$ cat config.mk
export PLATFORM = sky130hd
export DESIGN_NAME = alu_seq
export DESIGN_NICKNAME = d
export VERILOG_FILES = /design/src/rtl/alu_seq.sv
export SDC_FILE = /design/constraint.sdc
export NUM_CORES = 1
export LEC_CHECK = 0
export ABC_CLOCK_PERIOD_IN_PS = 6150
export BUFFER_PORTS_ARGS = -buffer_cell sky130_fd_sc_hd__clkbuf_2
export CORE_MARGIN = 2
export CORE_UTILIZATION = 55
export CTS_CLUSTER_SIZE = 30
export DETAILED_ROUTE_END_ITERATION = 10
export PLACE_DENSITY_LB_ADDON = 0.1
export SYNTH_ARGS = -nofsm -noshare
export SYNTH_HDL_FRONTEND = slang
export SYNTH_SLANG_ARGS = --single-unit
$ cat constraint.sdc
create_clock -name clk -period 6.15 [get_ports clk]
set_input_delay 1.845 -clock clk [delete_from_list [all_inputs] [get_ports clk]]
set_output_delay 1.845 -clock clk [all_outputs]
set_load 0.005 [all_outputs]
$ cat src/rtl/alu_seq.sv
// Multi-cycle execute-stage ALU: valid/ready in, held result out, {V,N,Z} flag register.
// Single-cycle ops finish at accept; shifts/rotates step one bit per cycle; MUL is shift-add.
module alu_seq #(
  parameter int unsigned WIDTH = 16,
  parameter int unsigned LANE  = 4
) (
  input  logic             clk,
  input  logic             rst,
  input  logic             in_valid,
  output logic             in_ready,
  input  logic [3:0]       opcode,
  input  logic [WIDTH-1:0] operand1,
  input  logic [WIDTH-1:0] operand2,
  output logic             out_valid,
  input  logic             out_ready,
  output logic [WIDTH-1:0] result,
  output logic             err,
  output logic [2:0]       flags
);

  localparam int unsigned SW = $clog2(WIDTH);
  localparam int unsigned CW = SW + 1;
  localparam int unsigned NL = WIDTH / LANE;

  localparam logic [3:0] OP_ADD    = 4'd0;
  localparam logic [3:0] OP_SUB    = 4'd1;
  localparam logic [3:0] OP_XOR    = 4'd2;
  localparam logic [3:0] OP_RED    = 4'd3;
  localparam logic [3:0] OP_SLL    = 4'd4;
  localparam logic [3:0] OP_SRA    = 4'd5;
  localparam logic [3:0] OP_ROR    = 4'd6;
  localparam logic [3:0] OP_PADDSB = 4'd7;
  localparam logic [3:0] OP_MUL    = 4'd8;

  localparam logic [WIDTH-1:0] WMAX = {1'b0, {(WIDTH-1){1'b1}}};
  localparam logic [WIDTH-1:0] WMIN = {1'b1, {(WIDTH-1){1'b0}}};
  localparam logic [LANE-1:0]  LMAX = {1'b0, {(LANE-1){1'b1}}};
  localparam logic [LANE-1:0]  LMIN = {1'b1, {(LANE-1){1'b0}}};

  typedef enum logic [1:0] {S_IDLE, S_EXEC, S_DONE} state_t;

  state_t           state_q, state_d;
  logic [3:0]       op_q, op_d;
  logic [WIDTH-1:0] a_q, a_d;
  logic [WIDTH-1:0] b_q, b_d;
  logic [WIDTH-1:0] acc_q, acc_d;
  logic [CW-1:0]    cnt_q, cnt_d;
  logic [WIDTH-1:0] result_q, result_d;
  logic             err_q, err_d;
  logic [2:0]       flags_q, flags_d;

  logic [WIDTH-1:0] sc_res;
  logic             sc_v;
  logic             sc_err;
  logic [WIDTH:0]   addsub;
  logic [WIDTH-1:0] a_step;
  logic [WIDTH-1:0] acc_step;
  logic [WIDTH-1:0] ex_res;
  logic [SW-1:0]    amt;
  logic             is_shift;

  // Returns {V, saturated result} of a signed add or subtract.
  function automatic logic [WIDTH:0] sat_addsub(input logic [WIDTH-1:0] x,
                                                input logic [WIDTH-1:0] y,
                                                input logic             sub);
    logic [WIDTH:0] s;
    s = sub ? ({x[WIDTH-1], x} - {y[WIDTH-1], y}) : ({x[WIDTH-1], x} + {y[WIDTH-1], y});
    if (s[WIDTH] != s[WIDTH-1]) return {1'b1, (s[WIDTH] ? WMIN : WMAX)};
    return {1'b0, s[WIDTH-1:0]};
  endfunction

  function automatic logic [WIDTH-1:0] red_sum(input logic [WIDTH-1:0] x,
                                               input logic [WIDTH-1:0] y);
    logic [WIDTH-1:0] s;
    s = '0;
    for (int i = 0; i < int'(NL); i++) begin
      s = s + {{(WIDTH-LANE){x[i*LANE+LANE-1]}}, x[i*LANE +: LANE]}
            + {{(WIDTH-LANE){y[i*LANE+LANE-1]}}, y[i*LANE +: LANE]};
    end
    return s;
  endfunction

  function automatic logic [WIDTH-1:0] paddsb(input logic [WIDTH-1:0] x,
                                              input logic [WIDTH-1:0] y);
    logic [WIDTH-1:0] r;
    logic [LANE:0]    s;
    r = '0;
    for (int i = 0; i < int'(NL); i++) begin
      s = {x[i*LANE+LANE-1], x[i*LANE +: LANE]} + {y[i*LANE+LANE-1], y[i*LANE +: LANE]};
      r[i*LANE +: LANE] = (s[LANE] != s[LANE-1]) ? (s[LANE] ? LMIN : LMAX) : s[LANE-1:0];
    end
    return r;
  endfunction

  // Applies the per-opcode flag write enables; disabled bits keep their old value.
  function automatic logic [2:0] upd_flags(input logic [3:0]       op,
                                           input logic [WIDTH-1:0] res,
                                           input logic             v,
                                           input logic [2:0]       old);
    logic [2:0] f;
    f = old;
    if (op == OP_ADD || op == OP_SUB) f[2] = v;
    if (op == OP_ADD || op == OP_SUB || op == OP_MUL) f[1] = res[WIDTH-1];
    if (op == OP_ADD || op == OP_SUB || op == OP_XOR || op == OP_SLL ||
        op == OP_SRA || op == OP_ROR || op == OP_MUL) f[0] = (res == '0);
    return f;
  endfunction

  assign amt      = operand2[SW-1:0];
  assign is_shift = (opcode == OP_SLL) || (opcode == OP_SRA) || (opcode == OP_ROR);
  assign addsub   = sat_addsub(operand1, operand2, opcode == OP_SUB);

  // Results of ops that complete in the accept cycle.
  always_comb begin
    sc_res = '0;
    sc_v   = 1'b0;
    sc_err = 1'b0;
    case (opcode)
      OP_ADD, OP_SUB:         {sc_v, sc_res} = addsub;
      OP_XOR:                 sc_res = operand1 ^ operand2;
      OP_RED:                 sc_res = red_sum(operand1, operand2);
      OP_SLL, OP_SRA, OP_ROR: sc_res = operand1;
      OP_PADDSB:              sc_res = paddsb(operand1, operand2);
      OP_MUL:                 sc_res = '0;
      default:                sc_err = 1'b1;
    endcase
  end

  // One iteration of the latched multi-cycle op.
  always_comb begin
    a_step = a_q;
    case (op_q)
      OP_SLL, OP_MUL: a_step = {a_q[WIDTH-2:0], 1'b0};
      OP_SRA:         a_step = {a_q[WIDTH-1], a_q[WIDTH-1:1]};
      OP_ROR:         a_step = {a_q[0], a_q[WIDTH-1:1]};
      default:        a_step = a_q;
    endcase
    acc_step = acc_q + (b_q[0] ? a_q : '0);
    ex_res   = (op_q == OP_MUL) ? acc_step : a_step;
  end

  always_comb begin
    state_d  = state_q;
    op_d     = op_q;
    a_d      = a_q;
    b_d      = b_q;
    acc_d    = acc_q;
    cnt_d    = cnt_q;
    result_d = result_q;
    err_d    = err_q;
    flags_d  = flags_q;
    case (state_q)
      S_IDLE: begin
        if (in_valid) begin
          op_d = opcode;
          if (is_shift && amt != '0) begin
            state_d = S_EXEC;
            a_d     = operand1;
            cnt_d   = CW'(amt);
          end else if (opcode == OP_MUL) begin
            state_d = S_EXEC;
            a_d     = operand1;
            b_d     = operand2;
            acc_d   = '0;
            cnt_d   = CW'(WIDTH);
          end else begin
            state_d  = S_DONE;
            result_d = sc_res;
            err_d    = sc_err;
            flags_d  = upd_flags(opcode, sc_res, sc_v, flags_q);
          end
        end
      end
      S_EXEC: begin
        a_d   = a_step;
        b_d   = {1'b0, b_q[WIDTH-1:1]};
        acc_d = acc_step;
        cnt_d = cnt_q - CW'(1);
        if (cnt_q == CW'(1)) begin
          state_d  = S_DONE;
          result_d = ex_res;
          err_d    = 1'b0;
          flags_d  = upd_flags(op_q, ex_res, 1'b0, flags_q);
        end
      end
      S_DONE: begin
        if (out_ready) state_d = S_IDLE;
      end
      default: state_d = S_IDLE;
    endcase
  end

  always_ff @(posedge clk or negedge rst) begin
    if (!rst) begin
      state_q  <= S_IDLE;
      op_q     <= '0;
      a_q      <= '0;
      b_q      <= '0;
      acc_q    <= '0;
      cnt_q    <= '0;
      result_q <= '0;
      err_q    <= 1'b0;
      flags_q  <= 3'b000;
    end else begin
      state_q  <= state_d;
      op_q     <= op_d;
      a_q      <= a_d;
      b_q      <= b_d;
      acc_q    <= acc_d;
      cnt_q    <= cnt_d;
      result_q <= result_d;
      err_q    <= err_d;
      flags_q  <= flags_d;
    end
  end

  // Handshake signals are pure decodes of the state register.
  assign in_ready  = (state_q == S_IDLE);
  assign out_valid = (state_q == S_DONE);
  assign result    = result_q;
  assign err       = err_q;
  assign flags     = flags_q;

endmodule
After elaboration in Yosys (flattened, before gate mapping)
Index checks and enable logic that the tools add are counted.
{ "word_totals": {"ff_bits": 79, "inputBits": 40, "output_inout_bits": 22} }
{ "op_classes": {"add_sub_neg": 15, "eq_ne": 35, "muxes": 62, "bitwise": 1, "n_reduce_logical": 36} }
{ "ops": {"columns": ["operator", "n"], "rows": [
  ["$mux W16", 16],
  ["$pmux W16 S2", 4],
  ["$pmux W16 S5", 1],
  ["$mux W17", 3],
  ["$pmux W16 S3", 1],
  ["$logic_not A16 Y1", 2],
  ["$mux W4", 8],
  ["$eq A4 B3 Y1 const B", 7],
  ["$add A4 B4 Y5", 5],
  ["$reduce_and A7 Y1", 3],
  ["$add A16 B16 Y17", 1],
  ["$sub A16 B16 Y17", 1],
  ["$add A16 B16 Y16", 1],
  ["$logic_or A1 B1 Y1", 16],
  ["$xor A16 B16 Y16", 1],
  ["$mux W5", 3],
  ["$ne A2 B2 Y1 const B", 7],
  ["$mux W1", 13],
  ["$eq A4 B2 Y1 const B", 3],
  ["$mux W3", 4],
  ["$add A10 B4 Y11", 1],
  ["$add A9 B4 Y10", 1],
  ["$mux W2", 5],
  ["$ne A2 B1 Y1 const B", 5],
  ["28 further kinds", 37]
]} }

Logic depth before layout (Yosys ltp)
{ "logic_depth": {"depth_word": 14, "mapped_depth": 20, "depth_no_buf": 20} }

Worst setup path before layout
Ideal clock, no wire load.
{ "synth_timing": {"path_kind": "input -> register", "start": "in operand2[2]", "end": "reg flags_q[0], in the netlist flags[0]", "setup_ns": 0.064, "arrival_ns": 6.383, "required_time_ns": 6.086, "path_slack_ns": -0.296, "path_stages": 19, "n_path_buf": 1, "path_cell_list": "buf_4 > inv_1 > fa_1 > inv_1 > fa_1 > fa_1 > fa_1 > ha_1 > inv_1 > fa_1 > xnor2_1 > a32oi_1 > o211ai_1 > or4b_1 > or4_1 > nor3_2 > nand4_1 > a211oi_2 > a21o_1"} }
{ "synth_between": {"elab_chain_cells": 14, "elab_cells_between_ends": 31, "classes_between": "10 x add/sub; 3 x eq/ne; 13 x mux; 1 x bitwise; 4 x reduce/logical"} }
{ "synth_lines": {"columns": ["element", "line_no", "rtl"], "rows": [
  ["from (decl)", "13", "input logic [WIDTH-1:0] operand2,"],
  ["$add A4 B4 Y5", "78, 89", null],
  ["$add A5 B4 Y6", "77", "s = s + {{(WIDTH-LANE){x[i*LANE+LANE-1]}}, x[i*LANE +: LANE]}"],
  ["$add A6 B4 Y7", "78", "+ {{(WIDTH-LANE){y[i*LANE+LANE-1]}}, y[i*LANE +: LANE]};"],
  ["$add A7 B4 Y8", "77", null],
  ["$add A8 B4 Y9", "78", null],
  ["$add A9 B4 Y10", "77", null],
  ["$add A10 B4 Y11", "78", null],
  ["$pmux W16 S5", "118", "case (opcode)"],
  ["$logic_not A16 Y1", "105", "op == OP_SRA || op == OP_ROR || op == OP_MUL) f[0] = (res == '0);"],
  ["$mux W1", "104", "if (op == OP_ADD || op == OP_SUB || op == OP_XOR || op == OP_SLL ||"],
  ["$mux W3", "160", "end else if (opcode == OP_MUL) begin"],
  ["$mux W3", "156", "if (is_shift && amt != '0) begin"],
  ["$mux W3", "154", "if (in_valid) begin"],
  ["$pmux W3 S2", "152", "case (state_q)"],
  ["to (signal assigned)", "213", "flags_q <= flags_d;"],
  ["to (decl)", "50", "logic [2:0] flags_q, flags_d;"]
]} }
Parallel ways exist; a longest one is shown, timed or not. The select of a mux whose other input is x is not followed.
A chain may end at the register's enable or synchronous reset.

Final worst setup path
{ "layout_timing": {"start": "in operand1[7]", "end": "reg flags_q[0], in the netlist flags[0]"} }
{ "layout_between": {"elab_chain_cells": 13, "elab_cells_between_ends": 26, "classes_between": "9 x add/sub; 2 x eq/ne; 13 x mux; 1 x bitwise; 1 x reduce/logical"} }
{ "layout_lines": {"columns": ["element", "line_no", "rtl"], "rows": [
  ["from (decl)", "12", "input logic [WIDTH-1:0] operand1,"],
  ["$add A5 B4 Y6", "77", null],
  ["$add A6 B4 Y7", "78", null],
  ["$add A7 B4 Y8", "77", null],
  ["$add A8 B4 Y9", "78", null],
  ["$add A9 B4 Y10", "77", null],
  ["$add A10 B4 Y11", "78", null],
  ["$pmux W16 S5 *", "118", null],
  ["$logic_not A16 Y1 *", "105", null],
  ["$mux W1 *", "104", null],
  ["$mux W3 *", "160", null],
  ["$mux W3 *", "156", null],
  ["$mux W3 *", "154", null],
  ["$pmux W3 S2 *", "152", null]
]} }
Mark *: on every way between the ends. The rest lies on a longest branch, timed or not. The select of a mux whose other input is x is not followed.

==> impl_metrics.json <==
{
  "worst_pin_slew_ns": 1.05,
  "track_usage_pct": 33.8,
  "die_h_um": 129,
  "layout_common_cells": "nand2_1, buf_4, a21oi_1, dfrtp_1, inv_1",
  "place_ws_ns": -0.523,
  "p_leak_uw": 0.00474,
  "power.density_mw_per_mm2": 450,
  "synth_seq_cells": 79,
  "rsz0062_at_grt": "yes",
  "r2r_cells": 11,
  "drt_pass1_iterations": 7,
  "met1_usage_pct": 42.6,
  "synth_xor_area_share_pct": 5.66,
  "worstPathCellList": "clkbuf_2 -> fa_1 -> buf_4 -> fa_1 -> fa_1 -> inv_1 -> fa_1 -> fa_2 -> xnor2_1 -> a32oi_1 -> o211ai_1 -> or4b_1 -> or4_4 -> nor3_4 -> nand4_1 -> a211oi_2 -> a21o_1",
  "synth.area.mux_share_pct": 1.49,
  "final_area_mm2": 0.0101,
  "regArea_mm2": 0.00198,
  "fin_cells": 1389,
  "die_x_um": 129,
  "cpMaxStageDelayCell": "fa_1",
  "synth_compound_area_share_pct": 27.4,
  "antenna_found_initial": 0,
  "synth-simple-area-share_pct": 18.9,
  "maxCapViolCount": 0,
  "cts-root-buf": "clkbuf_16",
  "port-buffer-count": 61,
  "die_area_mm2": 0.0167,
  "routedWlPerCell_um": 19.9,
  "failed_checks": "setup timing",
  "grt_max_degree": 80,
  "start_util_pct": 56.5,
  "status": "finished with violations",
  "syn_nets": 1195,
  "clk_latency_ns": 0.35,
  "ios": 62,
  "grt_util_met3_pct": 6.61,
  "overflow": 0,
  "slowest_delay_ns": 0.54,
  "synth_area_leaders": "dfrtp_1, ha_1, fa_1",
  "path_max_fanout": 2,
  "hpwl_mm": 21.7,
  "setup_violations": 1,
  "r2r_end": "flags[0]$_DFFE_PN0P_",
  "synth_cell_types": 83,
  "tns_ns": -0.163,
  "netlist_area_mm2": 0.00863,
  "fin_crit_sh_pct": 103,
  "dpl.cell_count": 1372,
  "mostFrequentLayoutCell": "nand2_1",
  "busiest_layer": "met2",
  "async_flop_share_pct": 100,
  "crit_buf_inv": 3,
  "grt_pass1_vias": 8021,
  "synth_ff_type": "dfrtp_1",
  "drt_iter0_markers": 695,
  "criticalPathCategory": "in2reg",
  "viasPerCell": 6.15,
  "cts_num_sinks": 79,
  "ir_drop_mv": 0.399,
  "n_antenna_cell": 0,
  "gp_congestion": 0.953,
  "cp.arrival_ns": 6.61,
  "cp-end-kind": "flop",
  "drcViolationCount": 0,
  "rows": 45,
  "synth_edf_count": 0,
  "synth_area_leader_cell": "dfrtp_1",
  "syn_avg_cell_area_um2": 8.17,
  "crit_family": "adder cells",
  "skew_ns": 0.0110,
  "clock.fmax_mhz": 158,
  "vias": 8540,
  "grt_pass1_wl_mm": 43.0,
  "regToRegStartpoint": "b_q[0]$_DFFE_PN0P_",
  "hp-class": "reg2reg",
  "cts_tree": "done",
  "cp.depth": 17,
  "slew_violations": 0,
  "core-area_mm2": 0.0153,
  "htree_levels": 3,
  "hold_end": "err$_DFFE_PN0P_",
  "setup_ws_ns": -0.163,
  "syn2layout_area_growth_pct": 16.6,
  "multiInputGateArea_mm2": 0.00620,
  "min-delay-start": "err$_DFFE_PN0P_",
  "holdWs_ns": 0.467,
  "crit_path_frequent_cell": "fa_1",
  "hold_viol_final": 0,
  "nFillCells": 1389,
  "clockBufferDepth": 2,
  "crit_required_ns": 6.45,
  "ys_warn_count": 0,
  "drive_gt1_share_pct": 18.3,
  "postCtsHoldBufs": 0,
  "path_clk_slew_ns": 0.06,
  "slew_headroom_pct": 29.4,
  "yosysTopAreaCellShare_pct": 22.9,
  "period_needed_ns": 6.31,
  "ant_nets": 0,
  "dpl_cell_area_mm2": 0.00968,
  "syn_inst": 1056,
  "final_nets": 1313,
  "r2r_slack_ns": 2.45,
  "synth_top_family_by_area": "compound AO/OA/AOI/OAI gates",
  "min_path_cells": 2,
  "groute.layer.met2.usage_pct": 57.4,
  "totalWireLength_mm": 27.6,
  "yosysSeqAreaShare_pct": 22.9,
  "yosys.area_share.adder_pct": 17.5,
  "cp-start-kind": "primary input",
  "cts_buffers": 9
}
## area by class of cell
| class | instances | share of cell area, % |
|---|---|---|
| inverters | 74 | 2.76 |
| repair buffers | 157 | 10.2 |
| flip-flops and latches | 79 | 19.6 |
| well taps | 211 | 2.62 |
| multi-input cells | 853 | 61.6 |
| clock buffers | 12 | 2.45 |
| clock inverters | 3 | 0.671 |
## flip-flops by register name (all words and copies together), names as in the netlist
name,cells
result,16
flags,3
acc_q,16
a_q,16
state_q,2
err,1
cnt_q,5
op_q,4
b_q,16
## cells by family after synthesis
| kind of cell | after synthesis |
|---|---|
| adder cells (fa/ha/maj) | 101 |
| buffers and inverters | 124 |
| multiplexers | 12 |
| AO/OA/AOI/OAI | 353 |
| flip-flops | 79 |
| XOR/XNOR | 54 |
| AND/OR/NAND/NOR | 333 |
## Yosys cell counts (11+ instances only)
library cell	n
fa_1	34
o211ai_1	13
nand2_1	123
a21oi_1	86
a22o_1	16
and2_1	23
nor2_1	71
a22oi_1	19
dfrtp_1	79
xnor2_1	39
nand3_1	21
o21ai_1	11
inv_1	74
clkbuf_1	36
ha_1	65
nor3_1	13
xor2_1	13
o21ai_0	59
o31ai_1	13
a21o_1	19
a31oi_1	24
## power breakdown
part | internal (uW) | total [uW] | switching, uW
registers | 755 | 1010 | 252
clock network | 365 | 591 | 226
logic | 1270 | 2930 | 1660
total | 2390 | 4530 | 2140
## routing by layer
metal	wire, um	vias up
met5	0	-
met4	1090	0
met3	1910	67
met2	13200	342
met1	11400	4071
li1	-	4060
## through the flow
| step | total power [uW] | utilization [%] |
|---|---|---|
| final | 4530 | 65.9 |
| after global placement | 3770 | 63.5 |
| after detailed placement | 3820 | 63.5 |
| after floorplan | 2920 | - |
| after CTS | 4440 | 65.5 |
| after global routing | 4900 | 65.9 |
## worst register-to-register path: cells and delay by family, from the launching register on
kind / cells / cell delay (ns)
xor+xnor: 1 / 0.22
compound gates: 7 / 1.81
flops: 1 / 0.59
simple gates: 2 / 0.58
fa+ha+maj: 1 / 0.39
## what timing repair did
item	4_1_cts	5_1_grt
setup endpoints to repair	2	7
pin swaps	0	11
setup buffers	0	2
resized for setup	2	12
## worst max-delay path by stage
stage | startpoint | to | slack [ns]
2_1_floorplan | operand2[2] | flags[0]$_DFFE_PN0P_ | -0.19
3_3_place_gp | operand1[2] | flags[0]$_DFFE_PN0P_ | -0.46
3_5_place_dp | operand1[2] | flags[0]$_DFFE_PN0P_ | -0.52
4_1_cts | operand1[2] | flags[0]$_DFFE_PN0P_ | -0.10
5_1_grt | operand2[2] | flags[0]$_DFFE_PN0P_ | -0.34
6_report | operand1[7] | flags[0]$_DFFE_PN0P_ | -0.16
Note: power is estimated with default switching activity, not from simulation.
